<file path="src/rtl/updown_pkg.sv">
// Shared mode encodings and helpers for the multi-mode up/down counter.
package updown_pkg;

    localparam logic [1:0] MODE_WRAP   = 2'd0;
    localparam logic [1:0] MODE_SAT    = 2'd1;
    localparam logic [1:0] MODE_BOUNCE = 2'd2;
    localparam logic [1:0] MODE_HOLD   = 2'd3;

    function automatic logic [31:0] clamp(
        input logic [31:0] v,
        input logic [31:0] lo,
        input logic [31:0] hi
    );
        if (v < lo)
            return lo;
        else if (v > hi)
            return hi;
        else
            return v;
    endfunction

endpackage

</file>
<file path="src/rtl/updown_next_calc.sv">
// Combinational next-value / next-direction logic for one enabled count cycle.
module updown_next_calc
    import updown_pkg::*;
#(
    parameter int unsigned WIDTH   = 8,
    parameter int unsigned STEP_W  = 4,
    parameter int unsigned MIN_VAL = 0,
    parameter int unsigned MAX_VAL = 255
) (
    input  logic [WIDTH-1:0] y,
    input  logic [WIDTH:0]   s,
    input  logic             d,
    input  logic [1:0]       mode,
    output logic [WIDTH-1:0] next_y,
    output logic             next_dir,
    output logic             ovf_n,
    output logic             unf_n
);

    localparam int unsigned AW = WIDTH + STEP_W + 1;
    localparam logic [AW-1:0] MIN_A = AW'(MIN_VAL);
    localparam logic [AW-1:0] MAX_A = AW'(MAX_VAL);

    logic [AW-1:0] ye;
    logic [AW-1:0] se;
    logic [AW-1:0] sum;
    logic [AW-1:0] lo_s;

    assign ye   = AW'(y);
    assign se   = AW'(s);
    assign sum  = ye + se;
    // Down-direction tests compare y against MIN+s so nothing goes negative.
    assign lo_s = MIN_A + se;

    always_comb begin
        next_y   = y;
        next_dir = d;
        ovf_n    = 1'b0;
        unf_n    = 1'b0;
        if (se != '0) begin
            case (mode)
                MODE_WRAP: begin
                    if (d) begin
                        if (sum > MAX_A) begin
                            next_y = WIDTH'(MIN_A + sum - MAX_A - AW'(1));
                            ovf_n  = 1'b1;
                        end else begin
                            next_y = WIDTH'(sum);
                        end
                    end else begin
                        if (ye < lo_s) begin
                            next_y = WIDTH'(MAX_A + AW'(1) + ye - MIN_A - se);
                            unf_n  = 1'b1;
                        end else begin
                            next_y = WIDTH'(ye - se);
                        end
                    end
                end
                MODE_SAT: begin
                    if (d) begin
                        if (sum >= MAX_A) begin
                            next_y = WIDTH'(MAX_A);
                            ovf_n  = (sum > MAX_A);
                        end else begin
                            next_y = WIDTH'(sum);
                        end
                    end else begin
                        if (ye <= lo_s) begin
                            next_y = WIDTH'(MIN_A);
                            unf_n  = (ye < lo_s);
                        end else begin
                            next_y = WIDTH'(ye - se);
                        end
                    end
                end
                MODE_BOUNCE: begin
                    if (d) begin
                        if (sum >= MAX_A) begin
                            next_y   = WIDTH'(MAX_A);
                            next_dir = 1'b0;
                            ovf_n    = 1'b1;
                        end else begin
                            next_y = WIDTH'(sum);
                        end
                    end else begin
                        if (ye <= lo_s) begin
                            next_y   = WIDTH'(MIN_A);
                            next_dir = 1'b1;
                            unf_n    = 1'b1;
                        end else begin
                            next_y = WIDTH'(ye - se);
                        end
                    end
                end
                default: begin
                    next_y   = y;
                    next_dir = d;
                end
            endcase
        end
    end

endmodule

</file>
<file path="src/rtl/updown_counter_mm.sv">
// Multi-mode windowed up/down counter: wrap, saturate, bounce and hold,
// with clamped synchronous load and registered boundary pulses.
module updown_counter_mm
    import updown_pkg::*;
#(
    parameter int unsigned WIDTH     = 8,
    parameter int unsigned MIN_VAL   = 0,
    parameter int unsigned MAX_VAL   = (1 << WIDTH) - 1,
    parameter int unsigned RESET_VAL = MIN_VAL,
    parameter int unsigned STEP_W    = 4
) (
    input  logic              clk,
    input  logic              reset_n,
    input  logic              en,
    input  logic              dir,
    input  logic [1:0]        mode,
    input  logic [STEP_W-1:0] step,
    input  logic              load,
    input  logic [WIDTH-1:0]  load_val,
    output logic [WIDTH-1:0]  y,
    output logic              cur_dir,
    output logic              tc,
    output logic              ovf,
    output logic              unf,
    output logic              load_clip
);

    localparam int unsigned AW = WIDTH + STEP_W + 1;
    localparam logic [AW-1:0]    RANGE_A = AW'(MAX_VAL - MIN_VAL + 1);
    localparam logic [WIDTH-1:0] MIN_W   = WIDTH'(MIN_VAL);
    localparam logic [WIDTH-1:0] MAX_W   = WIDTH'(MAX_VAL);

    logic [WIDTH-1:0] y_q, y_d;
    logic             dir_q, dir_d;
    logic             ovf_q, ovf_d;
    logic             unf_q, unf_d;
    logic             clip_q, clip_d;

    logic [AW-1:0]    step_a;
    logic [WIDTH:0]   s;
    logic             d;
    logic [WIDTH-1:0] calc_y;
    logic             calc_dir;
    logic             calc_ovf;
    logic             calc_unf;

    // Bounce and hold run on the stored direction; dir only matters at load.
    assign d      = (mode == MODE_BOUNCE || mode == MODE_HOLD) ? dir_q : dir;
    assign step_a = AW'(step);
    assign s      = (step_a > RANGE_A) ? (WIDTH+1)'(RANGE_A)
                                       : step_a[WIDTH:0];

    updown_next_calc #(
        .WIDTH   (WIDTH),
        .STEP_W  (STEP_W),
        .MIN_VAL (MIN_VAL),
        .MAX_VAL (MAX_VAL)
    ) u_calc (
        .y        (y_q),
        .s        (s),
        .d        (d),
        .mode     (mode),
        .next_y   (calc_y),
        .next_dir (calc_dir),
        .ovf_n    (calc_ovf),
        .unf_n    (calc_unf)
    );

    always_comb begin
        y_d    = y_q;
        dir_d  = dir_q;
        ovf_d  = 1'b0;
        unf_d  = 1'b0;
        clip_d = 1'b0;
        if (load) begin
            y_d    = WIDTH'(clamp(32'(load_val), 32'(MIN_VAL), 32'(MAX_VAL)));
            dir_d  = dir;
            clip_d = (load_val < MIN_W) || (load_val > MAX_W);
        end else if (en) begin
            y_d   = calc_y;
            dir_d = calc_dir;
            ovf_d = calc_ovf;
            unf_d = calc_unf;
        end
    end

    always_ff @(posedge clk or posedge reset_n) begin
        if (reset_n) begin
            y_q    <= WIDTH'(RESET_VAL);
            dir_q  <= 1'b1;
            ovf_q  <= 1'b0;
            unf_q  <= 1'b0;
            clip_q <= 1'b0;
        end else begin
            y_q    <= y_d;
            dir_q  <= dir_d;
            ovf_q  <= ovf_d;
            unf_q  <= unf_d;
            clip_q <= clip_d;
        end
    end

    assign y         = y_q;
    assign cur_dir   = dir_q;
    assign ovf       = ovf_q;
    assign unf       = unf_q;
    assign load_clip = clip_q;
    assign tc        = en && (mode != MODE_HOLD) &&
                       ((d && y_q == MAX_W) || (!d && y_q == MIN_W));

endmodule

</file>
<file path="config.mk">
export PLATFORM = sky130hd
export DESIGN_NAME = updown_counter_mm
export DESIGN_NICKNAME = d
export VERILOG_FILES = /design/src/rtl/updown_pkg.sv /design/src/rtl/updown_next_calc.sv /design/src/rtl/updown_counter_mm.sv
export SDC_FILE = /design/constraint.sdc
export NUM_CORES = 1
export LEC_CHECK = 0
export ABC_AREA = 0
export CAP_MARGIN = 15
export CELL_PAD_IN_SITES_DETAIL_PLACEMENT = 0
export CELL_PAD_IN_SITES_GLOBAL_PLACEMENT = 1
export CORE_MARGIN = 4
export CORE_UTILIZATION = 50
export CTS_CLUSTER_SIZE = 40
export DETAILED_ROUTE_END_ITERATION = 8
export DONT_BUFFER_PORTS = 1
export GPL_TIMING_DRIVEN = 1
export PLACE_DENSITY_LB_ADDON = 0.08
export SYNTH_ARGS = -nofsm -noshare
export SYNTH_HDL_FRONTEND = slang
export SYNTH_SLANG_ARGS = --single-unit
export TNS_END_PERCENT = 50
</file>
<file path="constraint.sdc">
create_clock -name clk -period 5.2 [get_ports clk]
set_clock_uncertainty 0.05 [all_clocks]
set_input_delay 0.78 -clock clk [delete_from_list [all_inputs] [get_ports clk]]
set_output_delay 0.78 -clock clk [all_outputs]
set_load 0.03 [all_outputs]
</file>
# After elaboration in Yosys (flattened, before gate mapping)
# Index checks and enable logic that the tools add are counted.
# word_totals
output_inout_bits	13
input_bits	19
regBits	12
word_cells	78
# op_classes
eq_ne	5
n_addsub	6
n_reduce_logical	16
order_cmp	7
mux	39
# op_table
cell	n
$mux 8	9
$mux 1	26
$pmux 8 s2	1
$sub 8x8->8	2
$reduce_bool 13->1	1
$add 8x9->10	1
$ge 10x8->1 const B	1
$gt 10x8->1 const B	1
$gt 4x9->1 const B	1
$le 8x9->1	1
$lt 8x9->1	1
$mux 9	1
$add 1x8->8 const A	1
$eq 8x8->1 const B	1
$gt 8x8->1 const B	1
$logic_not 8->1	1
$lt 8x1->1 const B	1
$sub 8x1->8 const B	1
$sub 8x8->8 const B	1
$pmux 1 s3	2
$eq 2x2->1 const B	2
$logic_and 1x1->1	4
$reduce_bool 2->1	2
$logic_or 1x1->1	3
7 further kinds	7

# Longest topological paths before layout
# Gate-level depths: netlist of run 1.
# logic_depth
word_depth	11
mapped_depth	10
mapped_depth_nobuf	9

# Hierarchy
# From an unflattened synthesis of run 1, not the netlist that was laid out.
# hier_totals
cells_unflattened	227
area_unflattened_um2	1764.2
# by_module_without_submodules
mod	instances	cells_each	area_per_inst_um2	seq_area_each_um2
updown_next_calc	1	172	1199.9	0.0
updown_counter_mm	1	55	564.3	276.5

# Worst setup path after synthesis of run 1
# No wires, ideal clock.
# synth_path
kind	input -> output
from	in mode[0]
to	out tc
required_time_ns	4.370
slack_ns	1.491
arrival_time_ns	2.879
path_stages	9
n_path_buf	2
path_cell_list	inv_1 ha_1 or3b_1 and2_1 clkbuf_8 clkbuf_1 nor3_1 a41oi_1 nor3b_1
# synth_between
elab_chain_cells	7
word_cells_on_any_way	11
classes_between	3 x eq/ne; 1 x mux; 7 x reduce/logical
# synth_lines
item	line	rtl
start: declaration	updown_counter_mm.sv:16	input logic [1:0] mode,
$eq 2x2->1	updown_counter_mm.sv:48	assign d = (mode == MODE_BOUNCE || mode == MODE_HOLD) ? dir_q : dir;
$logic_or 1x1->1	updown_counter_mm.sv:48	
$mux 1	updown_counter_mm.sv:48	
$logic_not 1->1	updown_counter_mm.sv:109	((d && y_q == MAX_W) || (!d && y_q == MIN_W));
$logic_and 1x1->1	updown_counter_mm.sv:109	
$logic_or 1x1->1	updown_counter_mm.sv:109	
$logic_and 1x1->1 (*)	updown_counter_mm.sv:108	assign tc = en && (mode != MODE_HOLD) &&
end: declaration	updown_counter_mm.sv:22	output logic tc,
# Mark *: on every way between the ends. The rest lies on a longest branch, timed or not.

# Final worst setup path of run 1
# Ends and elaborated chain as after synthesis.

==> results of run 1 <==
[how the worst min path moves through the flow]
stage,start,end,slack (ps),cells past startpoint
2_1_floorplan,reset_n,ovf,580,1
3_3_place_gp,reset_n,y[6],640,1
3_5_place_dp,reset_n,y[6],640,1
4_1_cts,reset_n,y[6],350,1
5_1_grt,reset_n,y[4],360,1
6_report,reset_n,y[4],330,1
[layout make-up]
cell class | instances | area, um^2
inverters | 15 | 56.3
flip-flops and latches | 11 | 277
fillers | 274 | 1350
multi-input cells | 145 | 1040
clock buffers | 4 | 26.3
well taps | 31 | 38.8
[cell families (layout without fill, tap and decap cells)]
| kind of cell | count (synthesis) | after routing | synth area share (%) |
|---|---|---|---|
| compound gates | 52 | 52 | 24.0 |
| xor+xnor | 6 | 6 | 3.59 |
| fa+ha+maj | 14 | 14 | 13.0 |
| buf+inv | 24 | 19 | 10.2 |
| flops | 11 | 11 | 18.9 |
| mux | 4 | 4 | 2.82 |
| other cells | 1 | 1 | 0.256 |
| simple gates | 68 | 68 | 27.3 |
[state kept, by name, summed over array words and instances, names as in the netlist]
| name | count |
|---|---|
| cur_dir | 1 |
| ovf | 1 |
| unf | 1 |
| y | 8 |
[power by group]
part           leakage (nW)  switching [mW]  internal, mW  total, mW
sequential            0.131          0.0585        0.0979      0.156
clock                0.0150          0.0309        0.0298     0.0607
combinational         0.448           0.116        0.0873      0.203
[worst reg2reg max path, stage by stage, from the launching register on]
cell	delay (ps)
dfrtp_1	550
ha_1	470
or3b_2	510
and3_1	210
xnor2_1	160
nor4_4	480
o22ai_2	210
a222oi_1	300
[synth_stat cells (3+ instances only)]
cell and count:
a211oi_1 3, nor2b_1 3, mux2i_1 3, or3_1 3, a31oi_1 4, nand4_1 5, inv_1 15, xnor2_1 4
o22ai_1 4, a21oi_1 10, dfrtp_1 10, nand2b_1 3, nor2_1 13, nand2_1 10, o21a_1 3, nor3_1 10
clkbuf_8 4, o21ai_0 11, ha_1 12
[per-layer routing]
layer / vias to the layer above / global-route usage [%] / share of wire [%]
met1: 604 / 28.0 / 44
met2: 58 / 32.0 / 45
met3: 6 / 7.23 / 10
li1: 649 / - / -
met4: 0 / 4.85 / 1.1
met5: - / 0 / 0
==> impl_metrics.tcl, run 1 <==
set metrics [dict create \
    status "complete, no violations" \
    rr_startpoint "y[2]" \
    setup_viol 0 \
    rr_worst_depth 7 \
    path_depth 7 \
    antennaDiodeCount 0 \
    fin_util_pct 51.6 \
    post-place-ws_ps 1430 \
    power_density_nw_per_um2 293 \
    critPathTopFamily "simple AND/OR/NAND/NOR gates" \
    cp-start-kind "input pin" \
    drc_errors 0 \
    synth-seq-cells 11 \
    final_cell_mix "inv_1, nor2_1, ha_1" \
    hold_class "input pin to asynchronous set/reset pin" \
    synthCells 180 \
    hold_viol_final 0 \
    path_buf_inv 1 \
    syn_nets 213 \
    dieArea_um2 3850 \
    overflow 0 \
    syn_area_per_cell_um2 8.13 \
    whs_ps 327 \
    fin_nets 209 \
    crit_slowest_cell "nor3b_1" \
    grt_first_pass_wirelength_mm 5.75 \
    ant_nets 0 \
    vias 1317 \
    grt_pass1_vias 1201 \
    r2r-end "y[4]" \
    yosysTopAreaCell "dfrtp_1" \
    clk_latency_ps 270 \
    synth.cell_area_um2 1460 \
    routed_wl_mm 3.80 \
    worst_slew_pin_slew_ps 975 \
    maxSlewViolCount 0 \
    slew-limit-headroom_pct 34.9 \
    max_freq_mhz 266 \
    min_period_ps 3750 \
    final_area_um2 1440 \
    cts-buffers-inserted 3 \
    synth_top_area_share_pct 17.1 \
    post-place-cells 202 \
    fin_tns_setup_ps 0 \
    htree_levels 1 \
    crit_type "input pin to output port" \
    gp_congestion 0.873 \
    post_cts_buffers 0 \
    ys_async_sr_fraction_pct 100 \
    required_ps 4370 \
    critical_path.startpoint "mode[0]" \
    cts.sinks 11 \
    drtIter0Drc 66 \
    critical_path.endpoint "tc" \
    gr-usage-all-layers_pct 20.8 \
    ff2ff_setup_slack_ps 2160 \
    crit_path_max_incr_delay_ps 830 \
    area_growth_pct -1.88 \
    power_mw 0.420 \
    antenna_found_initial 0 \
    port_buffers 0 \
    maxCapViolations 0 \
    cts_tree "built" \
    dp.final_hpwl_mm 3.08 \
    wire_per_inst_um 18.4 \
    setup_ws_ps 1450 \
    cts_root_buf "clkbuf_4" \
    dieWidth_um 62.1 \
    clkTransAtPathRegs_ps 70 \
    synthTopCellsByArea "dfrtp_1, ha_1, inv_1" \
    layout_commonest_cell "inv_1" \
    hold_buffers 0 \
    vias_per_cell 6.39 \
    cts_resized 0 \
    final_layout_size_suffix_gt1_share_pct 9.14 \
    fin_crit_sh_pct 72.2 \
    stdcell_count 206 \
    first_pass_iters 4 \
    post_dp_cell_area_um2 1410 \
    critPathArrivalTime_ps 2920 \
    fp-row-count 19 \
    die_y_um 62.1 \
    path_cells "inv_1, ha_1, or3b_1, and2_1, nor3_1, a41oi_1, nor3b_1" \
    synth.yosys.seq_area_share_pct 18.9 \
    ios 32 \
    synth_edf_count 0 \
    grt_max_degree 18 \
    rsz0062_at_grt "false" \
    cp_max_fo 17 \
    core_um2 2780 \
    start_util_pct 52.6 \
    yosysWarnings 0 \
    synth_ff_type "dfrtp_1" \
    clock_path_buffers 2 \
    end_kind "output port" \
    p_leak_nw 0.594 \
    ys_types 59 \
    peakVddDrop_v 0.000269 \
]
No activity file was read; power rests on OpenSTA's default activity.
==> run 2, diff against run 1 <==
- CORE_UTILIZATION: 50 -> 47
- clock period: 5.2 -> 3.48 ns (I/O delays scaled with it)
==> run 2 against run 1 <==
Compared with the run above: sequential power grew 39%; global-route usage grew 0.83 points; critical path depth is the same; routed wire length grew 10%; non-clock buffer count grew 4; die area grew 5.6%; sequential share of layout area shrank 0.39 points; design area grew 2.1%; hold slack lost 240 ps; core utilization shrank 0.24 points; via count grew 3.9%.
==> impl_metrics.tcl, run 2 (synthesis gave the netlist of run 1 again) <==
set metrics [dict create \
    status "complete, no violations" \
    ant_nets 0 \
    htree_levels 1 \
    clk_latency_ps 270 \
    top_layer "met4" \
    ff2ff_setup_slack_ps 550 \
    wire_per_inst_um 19.9 \
    vias_per_cell 6.51 \
    largest_register_ffs 8 \
    fin_crit_sh_pct 84.3 \
    first_pass_iters 4 \
    cts.sinks 11 \
    maxSlewViolCount 0 \
    gp_congestion 0.874 \
    rr_worst_depth 7 \
    hold_buffers 0 \
    cp-start-kind "flop" \
    port_buffers 0 \
    dp.final_hpwl_mm 3.30 \
    rr_startpoint "y[1]" \
    peakVddDrop_v 0.000301 \
    post_cts_buffers 0 \
    clkTransAtPathRegs_ps 80 \
    hold_viol_final 0 \
    drtIter0Drc 97 \
    slew-limit-headroom_pct 57.5 \
    crit_type "flop to flop" \
    area_growth_pct 0.171 \
    power_density_nw_per_um2 443 \
    min_period_ps 2930 \
    cts_root_buf "clkbuf_4" \
    r2r-end "y[4]" \
    grt_max_degree 16 \
    post_dp_cell_area_um2 1440 \
    setup_viol 0 \
    end_kind "flop" \
    worst_slew_pin_slew_ps 630 \
    dieArea_um2 4070 \
    maxCapViolations 0 \
    fin_nets 213 \
    final_area_um2 1470 \
    drc_errors 0 \
    met2_length_mm 1.72 \
    start_util_pct 51.3 \
    met3WireLength_um 454 \
    cts_tree "built" \
    grt_first_pass_wirelength_mm 7.00 \
    core_um2 2850 \
    layout_commonest_cell "inv_1" \
    antennaDiodeCount 0 \
    grt_pass1_vias 1339 \
    rsz0062_at_grt "false" \
    wl_met1_mm 1.95 \
    dieWidth_um 63.8 \
    die_y_um 63.8 \
    vias 1368 \
    fp-row-count 19 \
    p_leak_nw 0.614 \
    ios 32 \
    final_layout_size_suffix_gt1_share_pct 11.2 \
    routed_wl_mm 4.19 \
    antenna_found_initial 0 \
    clock_path_buffers 2 \
    cts_resized 0 \
    gr-usage-all-layers_pct 21.7 \
    max_freq_mhz 341 \
    required_ps 3590 \
    final_cell_mix "inv_1, nor2_1, ha_1" \
    overflow 0 \
    critPathArrivalTime_ps 3040 \
    hold_class "input pin to asynchronous set/reset pin" \
    cp_max_fo 8 \
    cts-buffers-inserted 3 \
    fin_tns_setup_ps 0 \
]
==> run 2: changes by cell type in the layout (fill, tap and decap cells not counted) <==
| cell | previous run | this run |
|---|---|---|
| buf_4 | 0 | 4 |
==> run 2: layer usage <==
| metal | up-vias | GRT usage (%) |
|---|---|---|
| met1 | 633 | 32.1 |
| met2 | 73 | 30.7 |
| met4 | 0 | 4.31 |
| met5 | - | 0 |
| li1 | 654 | - |
| met3 | 8 | 6.65 |
==> run 2: through the flow <==
stage          total power [mW]  utilization [%]  hold WS (ps)  instances  worst slack (ps)
2_1_floorplan             0.492                -           324        180               287
3_3_place_gp              0.554             50.4           384        206               650
3_5_place_dp              0.554             50.4           392        206               580
4_1_cts                   0.646             51.4          95.4        210               559
5_1_grt                   0.700             51.4           108        210               430
6_report                  0.649             51.4          84.9        210               547
==> run 2: power by group <==
| part | total (mW) | switching (mW) | internal (mW) | leakage, nW |
|---|---|---|---|---|
| clock network | 0.0901 | 0.0456 | 0.0444 | 0.0150 |
| registers | 0.217 | 0.0701 | 0.147 | 0.131 |
| logic | 0.342 | 0.203 | 0.139 | 0.468 |
| total | 0.649 | 0.319 | 0.330 | 0.614 |
==> run 2: how the worst max path moves through the flow <==
stage	depth (start not counted)	slack, ps	startpoint	endpoint
after floorplan	9	290	mode[0]	tc
after global placement	7	650	y[2]	y[4]
after detailed placement	7	580	y[2]	y[4]
after CTS	7	560	y[2]	y[4]
after global routing	7	430	y[1]	y[4]
final	7	550	y[1]	y[4]
==> run 2: cell type report <==
class / instances / area [um^2]
sequential: 11 / 277
timing repair buffer: 4 / 30.0
multi-input combinational: 145 / 1040
inverter: 15 / 56.3
clock buffer: 4 / 26.3
tap: 31 / 38.8
fill: 293 / 1390
==> run 2: worst max-delay path, stage by stage, from the launching register on <==
cell,delay (ps)
dfrtp_1,700
ha_1,360
or3b_2,460
and3_1,200
xnor2_1,160
nor4_4,400
o22ai_2,170
a222oi_1,310
